File: src/rtl/mmio_uart_tx_if.sv
// Processor data-port bus for the memory-mapped UART transmitter.
// Master is the processor side, slave is the peripheral.
`timescale 1ns/1ps
interface mmio_uart_tx_if;
    logic [31:0] ip_data_addr;
    logic        ip_data_wr;
    logic [3:0]  ip_data_mask;
    logic [31:0] ip_data_from_proc;
    logic        ip_data_rd;
    logic        op_sel;
    logic        op_data_valid;
    logic [31:0] op_data_to_proc;

    modport master (
        output ip_data_addr,
        output ip_data_wr,
        output ip_data_mask,
        output ip_data_from_proc,
        output ip_data_rd,
        input  op_sel,
        input  op_data_valid,
        input  op_data_to_proc
    );

    modport slave (
        input  ip_data_addr,
        input  ip_data_wr,
        input  ip_data_mask,
        input  ip_data_from_proc,
        input  ip_data_rd,
        output op_sel,
        output op_data_valid,
        output op_data_to_proc
    );
endinterface

File: src/rtl/mmio_uart_tx.sv
// Memory-mapped 8N1 UART transmitter with a TX FIFO,
// programmable bit period and a status register.
`timescale 1ns/1ps
module mmio_uart_tx #(
    parameter logic [31:0] BASE_ADDR   = 32'h0000_0050,
    parameter int          FIFO_DEPTH  = 8,
    parameter logic [15:0] DEFAULT_DIV = 16'd868
) (
    input  logic         clk,
    input  logic         reset,
    mmio_uart_tx_if.slave bus,
    output logic         op_uart_tx
);
    localparam int AW = $clog2(FIFO_DEPTH);
    localparam logic [AW:0] DEPTH_CNT = (AW+1)'(FIFO_DEPTH);

    typedef enum logic [1:0] {
        IDLE,
        START,
        DATA,
        STOP
    } state_t;

    state_t      state;
    logic [7:0]  mem [FIFO_DEPTH];
    logic [AW:0] wptr;
    logic [AW:0] rptr;
    logic [AW:0] count;
    logic        empty;
    logic        full;
    logic        overflow;
    logic [15:0] div;
    logic [15:0] bit_load;
    logic [15:0] cnt;
    logic [2:0]  bit_idx;
    logic [7:0]  shreg;
    logic [7:0]  head;
    logic        busy;
    logic        sel;
    logic        wr_en;
    logic [1:0]  offs;
    logic        push_req;
    logic        push_ok;
    logic        pop;
    logic        ovf_clr;
    logic        div_wr;
    logic [31:0] status;
    logic [31:0] rdata;
    logic        unused;

    assign unused = ^{bus.ip_data_addr[1:0], bus.ip_data_mask[3:2],
                      bus.ip_data_from_proc[31:16]};

    // Address decode and register strobes
    assign offs     = bus.ip_data_addr[3:2];
    assign sel      = bus.ip_data_addr[31:4] == BASE_ADDR[31:4];
    assign wr_en    = sel & bus.ip_data_wr;
    assign push_req = wr_en && offs == 2'd0 && bus.ip_data_mask[0];
    assign ovf_clr  = wr_en && offs == 2'd1 && bus.ip_data_mask[0]
                      && bus.ip_data_from_proc[3];
    assign div_wr   = wr_en && offs == 2'd2;

    assign bus.op_sel        = sel;
    assign bus.op_data_valid = sel & bus.ip_data_rd;

    // FIFO status; the byte in the shift register is not counted
    assign count = wptr - rptr;
    assign empty = wptr == rptr;
    assign full  = count == DEPTH_CNT;
    assign head  = mem[rptr[AW-1:0]];
    assign busy  = state != IDLE;

    // Pop when idle or when a stop bit finishes, giving back-to-back frames
    assign pop = !empty &&
                 (state == IDLE || (state == STOP && cnt == 16'd0));
    // A full FIFO still accepts a byte if a slot frees this cycle
    assign push_ok = push_req && (!full || pop);

    // Divisor of zero is treated as one cycle per bit
    assign bit_load = (div == 16'd0) ? 16'd0 : div - 16'd1;

    assign status = {28'b0, overflow, busy, empty, full};

    // Combinational register read mux
    always_comb begin
        rdata = '0;
        unique case (offs)
            2'd0, 2'd1: rdata = status;
            2'd2:       rdata = {16'b0, div};
            default:    rdata = '0;
        endcase
    end

    assign bus.op_data_to_proc = sel ? rdata : '0;

    // FIFO storage; contents are don't-care while pointers are reset
    always_ff @(posedge clk) begin
        if (push_ok) mem[wptr[AW-1:0]] <= bus.ip_data_from_proc[7:0];
    end

    // FIFO pointers and sticky overflow flag (set beats clear)
    always_ff @(posedge clk or posedge reset) begin
        if (reset) begin
            wptr     <= '0;
            rptr     <= '0;
            overflow <= 1'b0;
        end else begin
            if (push_ok) wptr <= wptr + 1'b1;
            if (pop)     rptr <= rptr + 1'b1;
            if (push_req && !push_ok) overflow <= 1'b1;
            else if (ovf_clr)         overflow <= 1'b0;
        end
    end

    // Divisor register with per-byte write enables
    always_ff @(posedge clk or posedge reset) begin
        if (reset) begin
            div <= DEFAULT_DIV;
        end else if (div_wr) begin
            if (bus.ip_data_mask[0]) div[7:0]  <= bus.ip_data_from_proc[7:0];
            if (bus.ip_data_mask[1]) div[15:8] <= bus.ip_data_from_proc[15:8];
        end
    end

    // Serialiser FSM; tx is registered one cycle behind the state
    always_ff @(posedge clk or posedge reset) begin
        if (reset) begin
            state      <= IDLE;
            op_uart_tx <= 1'b1;
            shreg      <= '0;
            bit_idx    <= '0;
            cnt        <= '0;
        end else begin
            unique case (state)
                IDLE: begin
                    op_uart_tx <= 1'b1;
                    if (pop) begin
                        shreg <= head;
                        cnt   <= bit_load;
                        state <= START;
                    end
                end
                START: begin
                    op_uart_tx <= 1'b0;
                    if (cnt == 16'd0) begin
                        cnt     <= bit_load;
                        bit_idx <= '0;
                        state   <= DATA;
                    end else begin
                        cnt <= cnt - 16'd1;
                    end
                end
                DATA: begin
                    op_uart_tx <= shreg[0];
                    if (cnt == 16'd0) begin
                        cnt   <= bit_load;
                        shreg <= {1'b0, shreg[7:1]};
                        if (bit_idx == 3'd7) state <= STOP;
                        else bit_idx <= bit_idx + 3'd1;
                    end else begin
                        cnt <= cnt - 16'd1;
                    end
                end
                STOP: begin
                    op_uart_tx <= 1'b1;
                    if (cnt == 16'd0) begin
                        if (pop) begin
                            shreg <= head;
                            cnt   <= bit_load;
                            state <= START;
                        end else begin
                            state <= IDLE;
                        end
                    end else begin
                        cnt <= cnt - 16'd1;
                    end
                end
                default: state <= IDLE;
            endcase
        end
    end
endmodule

File: src/flat_wrapper.sv
// flat-port wrapper written by rule: the top's interface ports become plain ports
module mmio_uart_tx_flat 
#(
    parameter logic [31:0] BASE_ADDR   = 32'h0000_0050,
    parameter int          FIFO_DEPTH  = 8,
    parameter logic [15:0] DEFAULT_DIV = 16'd868
)
  (clk, reset, op_uart_tx, bus_ip_data_addr, bus_ip_data_wr, bus_ip_data_mask, bus_ip_data_from_proc, bus_ip_data_rd, bus_op_sel, bus_op_data_valid, bus_op_data_to_proc);
  mmio_uart_tx_if bus_i ();
  input  logic clk;
  input  logic reset;
  output logic op_uart_tx;
  input wire logic [$bits(bus_i.ip_data_addr)-1:0] bus_ip_data_addr;
  input wire logic [$bits(bus_i.ip_data_wr)-1:0] bus_ip_data_wr;
  input wire logic [$bits(bus_i.ip_data_mask)-1:0] bus_ip_data_mask;
  input wire logic [$bits(bus_i.ip_data_from_proc)-1:0] bus_ip_data_from_proc;
  input wire logic [$bits(bus_i.ip_data_rd)-1:0] bus_ip_data_rd;
  output wire logic [$bits(bus_i.op_sel)-1:0] bus_op_sel;
  output wire logic [$bits(bus_i.op_data_valid)-1:0] bus_op_data_valid;
  output wire logic [$bits(bus_i.op_data_to_proc)-1:0] bus_op_data_to_proc;
  assign bus_i.ip_data_addr = bus_ip_data_addr;
  assign bus_i.ip_data_wr = bus_ip_data_wr;
  assign bus_i.ip_data_mask = bus_ip_data_mask;
  assign bus_i.ip_data_from_proc = bus_ip_data_from_proc;
  assign bus_i.ip_data_rd = bus_ip_data_rd;
  assign bus_op_sel = bus_i.op_sel;
  assign bus_op_data_valid = bus_i.op_data_valid;
  assign bus_op_data_to_proc = bus_i.op_data_to_proc;
  mmio_uart_tx #(.BASE_ADDR(BASE_ADDR), .FIFO_DEPTH(FIFO_DEPTH), .DEFAULT_DIV(DEFAULT_DIV)) u_core (.clk(clk), .reset(reset), .bus(bus_i), .op_uart_tx(op_uart_tx));
endmodule
File: config.mk
export PLATFORM = sky130hd
export DESIGN_NAME = mmio_uart_tx_flat
export DESIGN_NICKNAME = d
export VERILOG_FILES = /design/src/rtl/mmio_uart_tx_if.sv /design/src/rtl/mmio_uart_tx.sv /design/src/flat_wrapper.sv
export SDC_FILE = /design/constraint.sdc
export NUM_CORES = 1
export LEC_CHECK = 0
export CAP_MARGIN = 20
export CORE_ASPECT_RATIO = 1.1
export CORE_UTILIZATION = 60
export CTS_BUF_LIST = sky130_fd_sc_hd__clkbuf_2 sky130_fd_sc_hd__clkbuf_4 sky130_fd_sc_hd__clkbuf_8
export CTS_CLUSTER_DIAMETER = 200
export DETAILED_ROUTE_END_ITERATION = 8
export PLACE_DENSITY = 0.85
export RECOVER_POWER = 50
export SLEW_MARGIN = 20
export SYNTH_ARGS = -nofsm -noshare
export SYNTH_HDL_FRONTEND = slang
export SYNTH_SLANG_ARGS = --single-unit
export TNS_END_PERCENT = 1
File: constraint.sdc
create_clock -name clk -period 10.55 [get_ports clk]
set_input_delay 2.11 -clock clk [delete_from_list [all_inputs] [get_ports clk]]
set_output_delay 2.11 -clock clk [all_outputs]
set_load 0.01 [all_outputs]
== Yosys cells after proc, flatten, opt, wreduce, memory -nomap -nowiden ==
Memory sizes are Yosys's and may differ from the RTL's.
Cells that the tools add are included.
Cells by class
  reductions and logical operators: 31
  mux-type cells: 27
  add/sub/neg operators: 6
  bitwise operators: 2
  equal/unequal tests: 15
Operators with widths (number)
  two-way mux 16 bit: 5
  one-hot mux 16 bit (3 select lines): 1
  logical NOT 16 bit: 2
  one-hot mux 16 bit (2 select lines): 1
  subtractor 16 x 1 -> 16 bit (second input constant): 2
  equality test 28 x 3 -> 1 bit (second input constant): 1
  two-way mux 8 bit: 3
  one-hot mux 8 bit (3 select lines): 1
  logical AND 1 bit: 10
  two-way mux 2 bit: 5
  two-way mux 3 bit: 3
  adder 4 x 1 -> 4 bit (second input constant): 2
  inequality test 2 x 1 -> 1 bit (second input constant): 4
  one-hot mux 2 bit (4 select lines): 1
  equality test 2 bit (second input constant): 3
  one-hot mux 3 bit (2 select lines): 1
  nonzero test 2 bit: 3
  OR reduction 2 bit: 3
  two-way mux 1 bit: 5
  AND reduction 5 bit: 1
  equality test 2 x 1 -> 1 bit (second input constant): 2
  equality test 4 bit: 1
  equality test 4 bit (second input constant): 1
  logical NOT 2 bit: 2
  other kinds (12): 18
Word-level totals
  input port bits: 72
  memories: 1
  flip-flop bits (word level): 55
  RAM bits: 64
  output and inout port bits: 35
Memories
  u_core.mem: depth 8, bits a word 8, rd ports 1, clocked after memory_dff 0, wr ports 1, line mmio_uart_tx.sv:25  | logic [7:0] mem [FIFO_DEPTH];

== Depth between registers and ports, before layout ==
  depth in word-level cells: 9
  gate-level depth with buffers: 12
  gate-level depth less buffers: 8

== Worst setup path before layout ==
Ideal clock, no wire load.
  path type: input-to-output
  start point: in bus_ip_data_addr[5]
  end point: out bus_op_data_to_proc[10]
  required time: 8440 ps
  setup slack: 4937 ps
  cell stages on the path: 6
  arrival: 3503 ps
  path buffers: 1
  path through: nor4b_1 -> nand4_1 -> nor2_2 -> and3_1 -> clkbuf_1 -> and2_1
Between the ends
  word-level cells in the longest chain between the ends: 2
RTL lines
  start, declared: line flat_wrapper.sv:13  | input wire logic [$bits(bus_i.ip_data_addr)-1:0] bus_ip_data_addr;
  equality test 28 x 3 -> 1 bit: line mmio_uart_tx.sv:56  | assign sel = bus.ip_data_addr[31:4] == BASE_ADDR[31:4];
  named net bus_op_sel: line flat_wrapper.sv:18  | output wire logic [$bits(bus_i.op_sel)-1:0] bus_op_sel;
  two-way mux 16 bit: line mmio_uart_tx.sv:94  | assign bus.op_data_to_proc = sel ? rdata : '0;
  end, declared: line flat_wrapper.sv:20  | output wire logic [$bits(bus_i.op_data_to_proc)-1:0] bus_op_data_to_proc;
The timed path passes the listed nets, and every way through them passes these cells.

== Final worst setup path ==
  start point: in bus_ip_data_addr[5]
  end point: out bus_op_data_to_proc[6]
Between the ends
  word-level cells in the longest chain between the ends: 2
RTL lines (line)
  equality test 28 x 3 -> 1 bit: mmio_uart_tx.sv:56
  two-way mux 16 bit: mmio_uart_tx.sv:94
Every way passes these cells.

==> key figures <==
Power and ir drop
  • Total power per unit cell area: 129 mW/mm2
  • Pleak: 3.00 nW
  • Total chip power: between 0.9 and 1 mW
  • Peak VDD IR: approximately 0.12 mV

STA
  • Tcrit/Tclk final: a little under two thirds
  • Worst-Margin Slew: about 3000 ps
  • Post-Route Setup TNS: 0 ps
  • Unrepaired setup endpoints after global routing: no
  • Clock skew: 13.7 ps
  • Maximum clock rate: 0.149 GHz
  • Fin. Hold Viols: 0
  • Setup ws final: about 3800 ps
  • Final Setup Violations: 0
  • Min Tclk post-route: 6730 ps
  • Slew Viols, Final: 56
  • Slew margin rel.: -99.6%

Critical path
  • CP peak stage delay: roughly 550 ps
  • Critical path, cell by cell: clkdlybuf4s50_1 -> nor4b_1 -> nand4_1 -> nor2_2 -> and3_1 -> and2_1 -> clkdlybuf4s50_1
  • WP data required: 8440 ps
  • Crit path max fanout: 14
  • Most used cell, CP: clkdlybuf4s50_1
  • WP data arrival: around 4600 ps
  • Worst setup EP type: output port
  • Buf/Inv on CP: 2
  • CP startpoint kind: primary input
  • Delay-heaviest family, CP: simple AND/OR/NAND/NOR gates
  • Worst Setup Path Type: primary input to output port
  • Worst path slowest cell: clkdlybuf4s50_1

Logic synthesis
  • Synth Flop Type: edfxtp_1
  • Register area share after synthesis: roughly half
  • Syn Area/Cell: 11.7 um2
  • Async SR Flop Fraction: 46.2%
  • Post-synth EDFFs: 64
  • Mapped Cells: 545
  • Synthesized flop and latch total: 119
  • YS warnings: 0
  • Synth unique cells: 73
  • Post-synthesis cell area: 0.00638 mm2

Run status
  • Outcome: finished, violations left
  • Failing checks: capacitance limit, slew limit

Final layout
  • Layout cells sized above 1: 15.6%
  • Antenna Diode Count: 0
  • Commonest non-fill, non-tap cell in the layout: edfxtp_1
  • Commonest cells after routing, fill and taps aside: edfxtp_1, clkdlybuf4s50_1, dfrtp_1, nor2_1, nand2_1
  • Design Area, Final: 0.00749 mm2
  • Synthesis-to-layout area growth: 17.5%
  • Nets@finish: approximately 700

Floorplanning
  • Row count: 39
  • Core Box Area: just over 0.01 mm2
  • Die footprint: between 0.01 and 0.015 mm2
  • Die height: about 110 um
  • Die X: about 100 um
  • Initial core utilization: about three fifths
  • I/O pin count: approximately 110

Drt
  • DR DRC count: 0
  • ANT nets after route: 0
  • Router iterations before antenna repair: 4
  • WL/cell: 18.9 um
  • Initial DRC Count: between 300 and 400
  • Via count: 4741
  • Drt via density: 6.13
  • Post-Route WL: 14600 um

Clocking
  • Clk sinks: 119
  • Worst-skew pair later-pin latency: 440 ps
  • Clock transition at path regs: 70 ps
  • CTS tree: built
  • Num CTS Buffers: 17
  • Resize count post-CTS: 0
  • Clk root buf: clkbuf_8
  • Clk buf depth: 2
  • Setup Buffers After CTS: 0
  • Hold-fix buffers, CTS: 0
  • H-tree depth: 4

Placement
  • Place WS: 3800 ps
  • PortBufs: 70
  • Final GP Congestion: 0.845
  • Detail Placement HPWL: 10100 um
  • Post-DP Area: 0.00713 mm2

GRT
  • Total Routing Usage GR: 27.9%
  • Initial antenna violation count: 0
  • Number of global-route vias before repair: about 4600
  • Gr ovfl total: 0
  • Largest net degree at the start of global routing: 56
  • First-pass GRT wire length: 22900 um

Worst hold path
  • Min-Delay Path Class: register to register

Job
  • Max-cap violation count: 1
==> synthesized netlist by cell type, drive strengths merged (6+ instances only) <==
library cell   n  area [um2]
mux2i         11         110
buf           27         186
mux2          28         319
nor2b          8        50.1
ha            15         188
inv           15        56.3
a31oi          7        43.8
nor3          17        85.1
dfrtp         49        1230
mux4          16         360
nor4          15         143
nand3          8        40.0
dfstp          6         158
o22ai          6        37.5
nor2          47         186
and2          14        87.6
nand2         44         168
a21oi         23         126
o21ai         24         124
xnor2         18         158
edfxtp        64        1920
clkbuf        10        37.5
==> per-layer routing <==
metal	vias to the layer above	GRT usage (%)	part of all wire [%]
met4	0	12.7	2.4
met1	2351	36.3	40
met3	30	6.24	6.8
met5	-	0	0
met2	221	45.3	50
li1	2139	-	-
==> metrics by stage <==
stage	hold WS (ps)	utilization (%)	cells
2_1_floorplan	464	-	560
3_3_place_gp	478	68.9	741
3_5_place_dp	495	68.9	741
4_1_cts	512	72.8	773
5_1_grt	520	72.4	773
6_report	505	72.4	773
==> state kept, by name, indices dropped and copies added, names as in the netlist <==
signal	cells
u_core.cnt	16
u_core.shreg	8
u_core.overflow	1
u_core.div	16
u_core.bit_idx	3
u_core.rptr	4
u_core.wptr	4
u_core.op_uart_tx	1
u_core.mem	64
u_core.state	2
==> kinds of logic after synthesis <==
logic type	share of synthesized area, %
simple gates	15.7
flops	51.8
compound gates	9.57
mux	12.4
buf+inv	4.39
xor+xnor	3.16
fa+ha+maj	2.94
other cells	0.0588
==> final timing paths <==
| path | startpoint | to | cells past startpoint | slack [ps] |
|---|---|---|---|---|
| worst max-delay path | bus_ip_data_addr[5] | bus_op_data_to_proc[6] | 7 | 3820 |
| worst min-delay path | u_core.bit_idx[1] | u_core.bit_idx[1] | 1 | 500 |
| worst max register to register | u_core.state[0] | u_core.mem[4][0] | 7 | 6940 |
| worst min register to register | u_core.bit_idx[1] | u_core.bit_idx[1] | 1 | 500 |
| max in group asynchronous | reset | u_core.div[12] | 3 | 5600 |
| min in group asynchronous | reset | u_core.cnt[2] | 3 | 3260 |
==> report_power, final <==
| group | leakage [nW] | switching [mW] | internal (mW) |
|---|---|---|---|
| registers | 1.30 | 0.00560 | 0.500 |
| logic | 1.50 | 0.0171 | 0.0238 |
| clock network | 0.202 | 0.204 | 0.215 |
==> final cells by class <==
cell class | instances | area, um2
repair buffers | 75 | 731
well taps | 143 | 179
fillers | 712 | 2850
flip-flops and latches | 119 | 3310
inverters | 15 | 56.3
multi-input cells | 389 | 2820
clock buffers | 17 | 234
clock inverters | 15 | 166
Note: power is estimated with default switching activity, not from simulation.
